<file path="config.mk">
export PLATFORM = sky130hd
export DESIGN_NAME = us_ping_scheduler_flat
export DESIGN_NICKNAME = d
export VERILOG_FILES = /design/src/rtl/us_ping_scheduler_if.sv /design/src/rtl/us_ping_scheduler.sv /design/src/flat_wrapper.sv
export SDC_FILE = /design/constraint.sdc
export NUM_CORES = 1
export LEC_CHECK = 0
export CAP_MARGIN = 25
export CORE_MARGIN = 10
export CORE_UTILIZATION = 45
export CTS_CLUSTER_DIAMETER = 30
export CTS_CLUSTER_SIZE = 30
export DETAILED_ROUTE_END_ITERATION = 12
export HOLD_SLACK_MARGIN = 0.03
export PLACE_DENSITY = 0.63
export SLEW_MARGIN = 30
export SYNTH_ARGS = -nofsm -noshare
export SYNTH_HDL_FRONTEND = slang
export SYNTH_SLANG_ARGS = --single-unit
</file>
<file path="constraint.sdc">
create_clock -name CLK -period 10.86 [get_ports CLK]
set_input_delay 2.172 -clock CLK [delete_from_list [all_inputs] [get_ports CLK]]
set_output_delay 2.172 -clock CLK [all_outputs]
set_load 0.005 [all_outputs]
</file>
<file path="src/rtl/us_ping_scheduler_if.sv">
// Sensor-side bundle of the ping scheduler: enable mask, pin read-back/drive and results.
// The scheduler sits on the slave modport; the system (or bench) drives the master side.
interface us_ping_scheduler_if #(
  parameter int N = 3
);
  logic [N-1:0]   ENABLE;
  logic [N-1:0]   SIG_IN;
  logic [N-1:0]   SIG_OUT;
  logic [N-1:0]   SIG_OE;
  logic [8*N-1:0] DIST;
  logic           VALID;
  logic [1:0]     ID;
  logic [N-1:0]   TIMEOUT;
  logic           BUSY;

  modport master (
    output ENABLE, SIG_IN,
    input  SIG_OUT, SIG_OE, DIST, VALID, ID, TIMEOUT, BUSY
  );

  modport slave (
    input  ENABLE, SIG_IN,
    output SIG_OUT, SIG_OE, DIST, VALID, ID, TIMEOUT, BUSY
  );
endinterface

</file>
<file path="src/rtl/us_ping_scheduler.sv">
// Round-robin trigger/echo sequencer for single-wire ultrasonic sensors.
// One sensor rings at a time; echo widths are converted to whole centimetres.
module us_ping_scheduler #(
  parameter int N           = 3,
  parameter int TRIG_CYCLES = 500,
  parameter int HOLDOFF_MAX = 80000,
  parameter int CM_CYCLES   = 5800,
  parameter int ECHO_MAX    = 1900000,
  parameter int GAP_CYCLES  = 20000
) (
  input  logic           CLK,
  input  logic           RST,
  us_ping_scheduler_if.slave bus
);

  localparam int MAX_AB  = (TRIG_CYCLES > HOLDOFF_MAX) ? TRIG_CYCLES : HOLDOFF_MAX;
  localparam int MAX_CD  = (ECHO_MAX > GAP_CYCLES) ? ECHO_MAX : GAP_CYCLES;
  localparam int CNT_MAX = (MAX_AB > MAX_CD) ? MAX_AB : MAX_CD;
  localparam int CNT_W   = $clog2(CNT_MAX + 1);
  localparam int PS_W    = $clog2(CM_CYCLES + 1);

  localparam logic [CNT_W-1:0] TRIG_LAST = CNT_W'(TRIG_CYCLES - 1);
  localparam logic [CNT_W-1:0] HOLD_LAST = CNT_W'(HOLDOFF_MAX - 1);
  localparam logic [CNT_W-1:0] ECHO_LAST = CNT_W'(ECHO_MAX - 1);
  localparam logic [CNT_W-1:0] GAP_LAST  = CNT_W'(GAP_CYCLES - 1);
  localparam logic [PS_W-1:0]  PS_LAST   = PS_W'(CM_CYCLES - 1);

  localparam logic [2:0] ST_IDLE = 3'd0;
  localparam logic [2:0] ST_TRIG = 3'd1;
  localparam logic [2:0] ST_WAIT = 3'd2;
  localparam logic [2:0] ST_MEAS = 3'd3;
  localparam logic [2:0] ST_GAP  = 3'd4;

  logic [N-1:0]     sig_meta, sig_sync, sig_prev;
  logic [2:0]       state_q;
  logic [1:0]       id_q, last_q;
  logic [CNT_W-1:0] cnt_q;
  logic [PS_W-1:0]  presc_q;
  logic [7:0]       cm_q;
  logic [7:0]       dist_q [N];
  logic [N-1:0]     timeout_q;
  logic             valid_q;

  logic             sel_found;
  logic [1:0]       sel_idx;
  int               best_d, cand_d;
  logic             echo_now, echo_prev, rise, fall;
  logic [7:0]       cm_final;
  logic             done;
  logic [7:0]       done_dist;
  logic             done_to;
  logic [N-1:0]     oe_w;
  logic [8*N-1:0]   dist_w;

  // The pins are asynchronous; only the last stage feeds edge detection.
  always_ff @(posedge CLK) begin
    // NOTE: clocked state always uses non-blocking assignments so every flop samples pre-edge values.
    sig_meta <= bus.SIG_IN;
    sig_sync <= sig_meta;
    sig_prev <= sig_sync;
  end

  // Pick the enabled sensor closest after last_q in round-robin order.
  always_comb begin
    // NOTE: every combinational output gets a default first, so no path can infer a latch.
    sel_found = 1'b0;
    sel_idx   = '0;
    best_d    = N;
    cand_d    = 0;
    for (int c = 0; c < N; c++) begin
      cand_d = (c + 2 * N - int'(last_q) - 1) % N;
      if (bus.ENABLE[c] && cand_d < best_d) begin
        best_d    = cand_d;
        sel_idx   = 2'(c);
        sel_found = 1'b1;
      end
    end
  end

  always_comb begin
    echo_now  = 1'b0;
    echo_prev = 1'b0;
    for (int k = 0; k < N; k++) begin
      if (id_q == 2'(k)) begin
        echo_now  = sig_sync[k];
        echo_prev = sig_prev[k];
      end
    end
    rise = echo_now & ~echo_prev;
    fall = ~echo_now & echo_prev;
  end

  // The falling-edge cycle is itself an echo cycle, so it may complete a centimetre.
  assign cm_final = (presc_q == PS_LAST && cm_q != 8'hFF) ? cm_q + 8'd1 : cm_q;

  always_comb begin
    done      = 1'b0;
    done_dist = 8'hFF;
    done_to   = 1'b1;
    if (state_q == ST_WAIT && !rise && cnt_q == HOLD_LAST) begin
      done = 1'b1;
    end else if (state_q == ST_MEAS) begin
      if (fall) begin
        done      = 1'b1;
        done_dist = cm_final;
        done_to   = 1'b0;
      end else if (cnt_q == ECHO_LAST) begin
        done = 1'b1;
      end
    end
  end

  always_ff @(posedge CLK) begin
    if (RST) begin
      state_q   <= ST_IDLE;
      id_q      <= '0;
      last_q    <= 2'(N - 1);
      cnt_q     <= '0;
      presc_q   <= '0;
      cm_q      <= '0;
      valid_q   <= 1'b0;
      timeout_q <= '0;
      // NOTE: the distance registers are reset explicitly because 8'hFF is the architected "no reading" value.
      for (int k = 0; k < N; k++) dist_q[k] <= 8'hFF;
    end else begin
      valid_q <= 1'b0;
      case (state_q)
        ST_IDLE: begin
          if (sel_found) begin
            id_q    <= sel_idx;
            cnt_q   <= '0;
            state_q <= ST_TRIG;
          end
        end
        ST_TRIG: begin
          if (cnt_q == TRIG_LAST) begin
            cnt_q   <= '0;
            state_q <= ST_WAIT;
          end else begin
            cnt_q <= cnt_q + 1'b1;
          end
        end
        ST_WAIT: begin
          if (rise) begin
            cnt_q   <= '0;
            presc_q <= '0;
            cm_q    <= '0;
            state_q <= ST_MEAS;
          end else if (!done) begin
            cnt_q <= cnt_q + 1'b1;
          end
        end
        ST_MEAS: begin
          if (!done) begin
            cnt_q <= cnt_q + 1'b1;
            if (presc_q == PS_LAST) begin
              presc_q <= '0;
              if (cm_q != 8'hFF) cm_q <= cm_q + 8'd1;
            end else begin
              presc_q <= presc_q + 1'b1;
            end
          end
        end
        ST_GAP: begin
          if (cnt_q == GAP_LAST) begin
            last_q  <= id_q;
            state_q <= ST_IDLE;
          end else begin
            cnt_q <= cnt_q + 1'b1;
          end
        end
        default: state_q <= ST_IDLE;
      endcase

      if (done) begin
        valid_q <= 1'b1;
        cnt_q   <= '0;
        state_q <= ST_GAP;
        for (int k = 0; k < N; k++) begin
          if (id_q == 2'(k)) begin
            dist_q[k]    <= done_dist;
            timeout_q[k] <= done_to;
          end
        end
      end
    end
  end

  always_comb begin
    oe_w   = '0;
    dist_w = '0;
    for (int k = 0; k < N; k++) begin
      oe_w[k]          = (state_q == ST_TRIG) && (id_q == 2'(k));
      dist_w[8*k +: 8] = dist_q[k];
    end
  end

  assign bus.SIG_OE  = oe_w;
  assign bus.SIG_OUT = oe_w;
  assign bus.DIST    = dist_w;
  assign bus.VALID   = valid_q;
  assign bus.ID      = id_q;
  assign bus.TIMEOUT = timeout_q;
  assign bus.BUSY    = (state_q != ST_IDLE);

endmodule

</file>
<file path="src/flat_wrapper.sv">
// flat-port wrapper written by rule: the top's interface ports become plain ports
module us_ping_scheduler_flat 
#(
  parameter int N           = 3,
  parameter int TRIG_CYCLES = 500,
  parameter int HOLDOFF_MAX = 80000,
  parameter int CM_CYCLES   = 5800,
  parameter int ECHO_MAX    = 1900000,
  parameter int GAP_CYCLES  = 20000
)
  (CLK, RST, bus_ENABLE, bus_SIG_IN, bus_SIG_OUT, bus_SIG_OE, bus_DIST, bus_VALID, bus_ID, bus_TIMEOUT, bus_BUSY);
  us_ping_scheduler_if #(.N(N)) bus_i ();
  input  logic CLK;
  input  logic RST;
  input wire logic [$bits(bus_i.ENABLE)-1:0] bus_ENABLE;
  input wire logic [$bits(bus_i.SIG_IN)-1:0] bus_SIG_IN;
  output wire logic [$bits(bus_i.SIG_OUT)-1:0] bus_SIG_OUT;
  output wire logic [$bits(bus_i.SIG_OE)-1:0] bus_SIG_OE;
  output wire logic [$bits(bus_i.DIST)-1:0] bus_DIST;
  output wire logic [$bits(bus_i.VALID)-1:0] bus_VALID;
  output wire logic [$bits(bus_i.ID)-1:0] bus_ID;
  output wire logic [$bits(bus_i.TIMEOUT)-1:0] bus_TIMEOUT;
  output wire logic [$bits(bus_i.BUSY)-1:0] bus_BUSY;
  assign bus_i.ENABLE = bus_ENABLE;
  assign bus_i.SIG_IN = bus_SIG_IN;
  assign bus_SIG_OUT = bus_i.SIG_OUT;
  assign bus_SIG_OE = bus_i.SIG_OE;
  assign bus_DIST = bus_i.DIST;
  assign bus_VALID = bus_i.VALID;
  assign bus_ID = bus_i.ID;
  assign bus_TIMEOUT = bus_i.TIMEOUT;
  assign bus_BUSY = bus_i.BUSY;
  us_ping_scheduler #(.N(N), .TRIG_CYCLES(TRIG_CYCLES), .HOLDOFF_MAX(HOLDOFF_MAX), .CM_CYCLES(CM_CYCLES), .ECHO_MAX(ECHO_MAX), .GAP_CYCLES(GAP_CYCLES)) u_core (.CLK(CLK), .RST(RST), .bus(bus_i));
endmodule
</file>
==> results of run 1 <==
## Yosys cell counts, drive strengths merged (3+ instances only)
cell	number
inv	42
nor4	8
or4b	3
and3	24
buf	14
nand2b	11
nor3b	4
edfxtp	24
a31oi	20
mux2i	9
a21o	9
o21a	3
clkbuf	36
o2bb2ai	4
a31o	4
nand3b	7
mux2	3
a211oi	8
ha	82
nand2	72
o22ai	3
xor2	12
and2	9
a221oi	3
nor2	74
or4	6
nor2b	10
o211a	3
o21ai	82
dfxtp	62
and4	3
o211ai	7
nand4b	8
or3	16
nand3	14
a21oi	98
xnor2	9
o31ai	9
nand4	24
nor3	21
## state kept, by name, indices dropped and copies added, names as in the netlist
register / cells
u_core.cm_q: 8
u_core.sig_sync: 3
u_core.dist_q: 24
u_core.state_q: 3
u_core.bus.TIMEOUT: 3
u_core.bus.VALID: 1
u_core.last_q: 2
u_core.bus.ID: 2
u_core.sig_prev: 3
u_core.sig_meta: 3
u_core.presc_q: 13
u_core.cnt_q: 21
## how the worst max path moves through the flow
stage	startpoint	to	slack [ns]	depth (start not counted)
6_report	u_core.last_q[0]	u_core.cnt_q[1]	1.34	32
3_5_place_dp	u_core.last_q[0]	u_core.cnt_q[0]	1.43	35
4_1_cts	u_core.last_q[0]	u_core.cnt_q[0]	1.41	35
3_3_place_gp	bus_ENABLE[0]	u_core.cnt_q[0]	1.55	26
2_1_floorplan	u_core.last_q[0]	u_core.cnt_q[14]	2.77	40
5_1_grt	u_core.last_q[0]	u_core.cnt_q[17]	0.38	34
## cell type report
| class | count | share of cell area (%) |
|---|---|---|
| Multi-Input combinational cell | 708 | 59.39 |
| Sequential cell | 86 | 24.71 |
| Timing Repair Buffer | 54 | 6.492 |
| Clock buffer | 12 | 3.388 |
| Tap cell | 211 | 3.325 |
| Inverter | 43 | 2.033 |
| Clock inverter | 4 | 0.6618 |
## power groups by stage
stage	clock [mW]	sequential [mW]	combinational, mW
detailed placement	0	0.346	0.0557
global route	0.340	0.340	0.0616
CTS	0.327	0.339	0.0560
finish	0.321	0.339	0.0554
floorplan	0	0.342	0.0414
global placement	0	0.346	0.0551
## metrics by stage
stage               cell area, um2  std cells  power, mW  hold WS (ns)  worst slack (ns)
floorplan                     7051        887     0.3833        0.3096             2.766
global placement              7616       1102     0.4012        0.3104             1.545
detailed placement            7616       1102     0.4018        0.3158             1.432
CTS                           7938       1118     0.7225        0.3303             1.409
global route                  7940       1118     0.7415        0.3428            0.3794
finish                        7940       1118     0.7154        0.3291             1.343
## cells by family (layout without fill, tap and decap cells)
family                     after synthesis  count (layout)
and+or+nand+nor                        322             322
AOI/OAI and AO/OA                      271             271
buffers and inverters                   93             113
DFF                                     86              86
adders and majority gates               82              82
xor gates and xnor gates                21              21
muxes                                   12              12
## layer usage
| metal | up-vias | track usage, % |
|---|---|---|
| li1 | 3315 | - |
| met1 | 2943 | 20.94 |
| met2 | 103 | 25.66 |
| met3 | 13 | 2.577 |
| met4 | 0 | 2.477 |
| met5 | - | 0 |
==> metrics.cfg, run 1 <==
[layout]
final_cell_mix=97 x a21oi_1, 81 x ha_1, 78 x o21ai_0, 72 x nand2_1, 72 x nor2_1
multiInputGateArea_um2=4716
diodes=0
finalNetCount=992
utilization_pct=52.04
seqCellArea_um2=1962
final_common_cell=a21oi_1
syn2layout_area_growth_pct=12.62
drive_gt1_share_pct=5.623
n_fill_cell=1439

[sta]
setup_viol=0
hold_viol=0
rsz0062_at_grt=false
slew_headroom_pct=45.38
worst_slew_pin_slew_ns=0.8194
fmax_mhz=105.1
period_needed_ns=9.517
setup_tns_ns=0
fin_crit_sh_pct=87.64
maxSlewViolCount=0
skew_ns=0.005876

[critical_path]
critPathMaxStageDelay_ns=0.67
cpMostUsedCell=ha_1
crit_type=flip-flop to flip-flop
cp_slowest_cell=o31ai_4
ff2ff_path_depth=32
r2r_start=u_core.last_q[0]
startpoint_type=flip-flop
crit_family=compound AO/OA/AOI/OAI gates
crit_path_end_kind=flip-flop
worstPathArrival_ns=9.71
worstPathRequired_ns=11.05
worst-path-buf-inv=3
cp_max_fo=34
worst-r2r-setup-slack_ns=1.34
reg2reg_to=u_core.cnt_q[1]

[cts]
insertion_delay_ns=0.33
ctsHtreeMaxLevel=3
cts.path.max_buffers=2
cts_buffers=9
cts-root-buf=clkbuf_16
cts_setup_buffers=0
post_cts_resized=0
path_clk_slew_ns=0.06
clock_sinks=86
cts-hold-fix-buffers=0
cts_tree=done

[pwr]
internal_power_mw=0.5551
p_per_area_nw_per_um2=90.10
switchingPower_mw=0.1603
clkPwrFrac_pct=44.9
p_seq_share_pct=47.4
power_switching_share_pct=22.41
ir_drop_mv=0.07260
p_leak_nw=3.042
combinationalPowerShare_pct=7.7

[worst_hold_path]
hold_start=u_core.sig_meta[1]
hp-class=flip-flop to flip-flop
holdPathEnd=u_core.sig_sync[1]
hold_depth=0

[synth]
synth_xor_area_share_pct=2.609
synth_top_family_by_area=simple AND/OR/NAND/NOR gates
synth_edf_count=24
synth-async-reset-ratio_pct=0
synth_compound_area_share_pct=23.48
synthFlopType=dfxtp_1
syn-num-nets=977
yosysTopAreaCellShare_pct=17.60
syn_inst=887
synth_seq_cells=86
netlist_area_um2=7051
synth.distinct_cells=78
synth-simple-area-share_pct=24.42
yosys-top-cells-area=dfxtp_1 18%, ha_1 15%, edfxtp_1 10%, a21oi_1 6.9%, o21ai_0 5.5%
ys_seq_area_share_pct=27.83
syn_avg_cell_area_um2=7.949
synthMuxAreaShare_pct=1.757
synth_warnings=0
synth_top_cell_by_area=dfxtp_1
synth_fa_ha_area_share_pct=14.55

[floorplanning]
io_pins=45
core_um2=15260
die_w_um=145.2
dieArea_um2=21070
fp.dieH_um=145.2
rows=45
start_util_pct=46.21

[drt]
vias=6374
vias_per_cell=5.701
drt-wirelength-per-cell_um=15.20
drt_wl_total_um=17000
drtIter0Drc=385
wl_met1_um=8419
first_pass_iters=5
dr_wl_met3_um=563
route.detailed.drc=0
ant_nets=0
highest_layer=met4
dr_wl_met2_um=7869

[global_route]
grt_max_degree=53
grt_remaining_overflow=0
grt_pass1_wl_um=28790
antenna_found_initial=0
grt_pass1_vias=5834
grt_usage_pct=15.49

[place]
port_buffers=44
dp_hpwl_um=12530
gp_congestion=0.8683

[run]
drv_cap=0

[status]
status=completed

Note: power is estimated with default switching activity, not from simulation.
==> run 2, diff against run 1 <==
PLACE_DENSITY = 0.62   (was 0.63)
==> run 2 against run 1 <==
Design area is essentially flat. Via count grew 3.1%. Largest power group unchanged. First-iteration DRC count is 10% higher. Die area did not move. Critical path type unchanged. Total power is 0.19% lower. Routed wire length up 5.5%. Worst setup slack lost 0.10 ns. Non-clock buffer count stayed put. Largest cell class unchanged. Count of clock-buffer cells in the layout unchanged. Sequential cell count stayed put.
==> metrics.cfg, run 2 (synthesis results as in run 1) <==
[place]
port_buffers=44
gp_congestion=0.8732
dp_hpwl_um=13270

[critical_path]
cp_max_fo=31
ff2ff_path_depth=34
cpMostUsedCell=ha_1
crit_type=flip-flop to flip-flop
crit_family=compound AO/OA/AOI/OAI gates
cp_slowest_cell=o31ai_4
worst-r2r-setup-slack_ns=1.24
worst-path-buf-inv=6
crit_path_end_kind=flip-flop
worstPathRequired_ns=11.06
reg2reg_to=u_core.cnt_q[1]
worstPathArrival_ns=9.82
critPathMaxStageDelay_ns=0.66
startpoint_type=flip-flop
r2r_start=u_core.last_q[1]

[floorplanning]
io_pins=45
die_w_um=145.2
rows=45
core_um2=15260
start_util_pct=46.21
dieArea_um2=21070
fp.dieH_um=145.2

[sta]
setup_tns_ns=0
fmax_mhz=103.9
period_needed_ns=9.621
worst_slew_pin_slew_ns=0.8080
hold_viol=0
rsz0062_at_grt=false
setup_viol=0
skew_ns=0.007243
maxSlewViolCount=0
slew_headroom_pct=46.13
fin_crit_sh_pct=88.59

[layout]
finalNetCount=992
largest_reg_flops=24
final_cell_mix=97 x a21oi_1, 81 x ha_1, 78 x o21ai_0, 72 x nand2_1, 72 x nor2_1
regMostFlops=u_core.dist_q
reg_top3=u_core.dist_q (24), u_core.cnt_q (21), u_core.presc_q (13)
drive_gt1_share_pct=5.733
final_common_cell=a21oi_1
syn2layout_area_growth_pct=12.65
n_fill_cell=1440
diodes=0
utilization_pct=52.05

[pwr]
p_per_area_nw_per_um2=89.90
p_seq_share_pct=47.5
combinationalPowerShare_pct=7.8
switchingPower_mw=0.1613
clkPwrFrac_pct=44.7
ir_drop_mv=0.08777
p_leak_nw=3.039
internal_power_mw=0.5527
power_switching_share_pct=22.59

[run]
drv_cap=0

[cts]
ctsHtreeMaxLevel=3
clock_sinks=86
cts-root-buf=clkbuf_16
cts.path.max_buffers=2
path_clk_slew_ns=0.06
cts_buffers=9
cts-hold-fix-buffers=0
cts_tree=done
cts_setup_buffers=0
post_cts_resized=0
insertion_delay_ns=0.34

[global_route]
grt_remaining_overflow=0
grt_max_degree=54
grt_usage_pct=16.37
grt_pass1_vias=6165
grt_pass1_wl_um=30210
antenna_found_initial=0

[drt]
dr_wl_met3_um=664
highest_layer=met4
route.detailed.drc=0
dr_wl_met2_um=8648
ant_nets=0
drtIter0Drc=424
vias=6574
wl_met1_um=8411
vias_per_cell=5.880
first_pass_iters=5
drt-wirelength-per-cell_um=16.04
drt_wl_total_um=17930

[worst_hold_path]
holdPathEnd=u_core.sig_sync[2]
hold_start=u_core.sig_meta[2]
hp-class=flip-flop to flip-flop
hold_depth=0

[status]
status=completed

## run 2: worst max path at each step
| stage | startpoint | end | slack, ns | cells past startpoint |
|---|---|---|---|---|
| 6_report | u_core.last_q[1] | u_core.cnt_q[1] | 1.24 | 34 |
| 5_1_grt | u_core.last_q[1] | u_core.cnt_q[5] | 0.41 | 34 |
| 4_1_cts | u_core.last_q[1] | u_core.cnt_q[1] | 0.91 | 34 |
| 3_5_place_dp | bus_ENABLE[0] | u_core.cnt_q[1] | 0.82 | 27 |
| 3_3_place_gp | bus_ENABLE[0] | u_core.cnt_q[0] | 1.34 | 27 |
| 2_1_floorplan | u_core.last_q[0] | u_core.cnt_q[14] | 2.77 | 40 |
## run 2: metal layers
| layer | vias up | track usage, % |
|---|---|---|
| met1 | 3132 | 21.39 |
| met5 | - | 0 |
| li1 | 3305 | - |
| met4 | 0 | 3.539 |
| met2 | 120 | 27.56 |
| met3 | 17 | 2.794 |
## run 2: worst register-to-register path, delay by kind of cell (launching register included)
kind	cells	cell delay (ns)
AO/OA/AOI/OAI	14	3.51
adder cells (fa/ha/maj)	6	2.24
AND/OR/NAND/NOR	7	2.03
buffers and inverters	6	1.13
flip-flops	1	0.42
XOR/XNOR	1	0.15
## run 2: power groups by stage
stage	logic, mW	registers [mW]	clock network (mW)
6_report	0.0557	0.339	0.319
3_3_place_gp	0.0548	0.346	0
4_1_cts	0.0560	0.339	0.326
2_1_floorplan	0.0414	0.342	0
3_5_place_dp	0.0559	0.346	0
5_1_grt	0.0613	0.340	0.339
## run 2: area by class of cell
| class | instances | area (um2) | area share (%) |
|---|---|---|---|
| flip-flops and latches | 86 | 1962 | 24.70 |
| multi-input cells | 708 | 4717 | 59.39 |
| inverters | 43 | 161.4 | 2.032 |
| repair buffers | 54 | 519.2 | 6.537 |
| clock inverters | 4 | 52.55 | 0.6616 |
| clock buffers | 12 | 266.5 | 3.355 |
| well taps | 211 | 264.0 | 3.324 |
## run 2: per-stage QoR
stage	cell area, um2	worst slack [ns]	power (mW)	hold slack [ns]	cells
2_1_floorplan	7051	2.766	0.3833	0.3096	887
3_3_place_gp	7609	1.344	0.4007	0.3177	1101
3_5_place_dp	7609	0.8207	0.4019	0.3191	1101
4_1_cts	7928	0.9115	0.7211	0.3338	1117
5_1_grt	7943	0.4087	0.7400	0.3418	1118
6_report	7943	1.239	0.7140	0.3306	1118
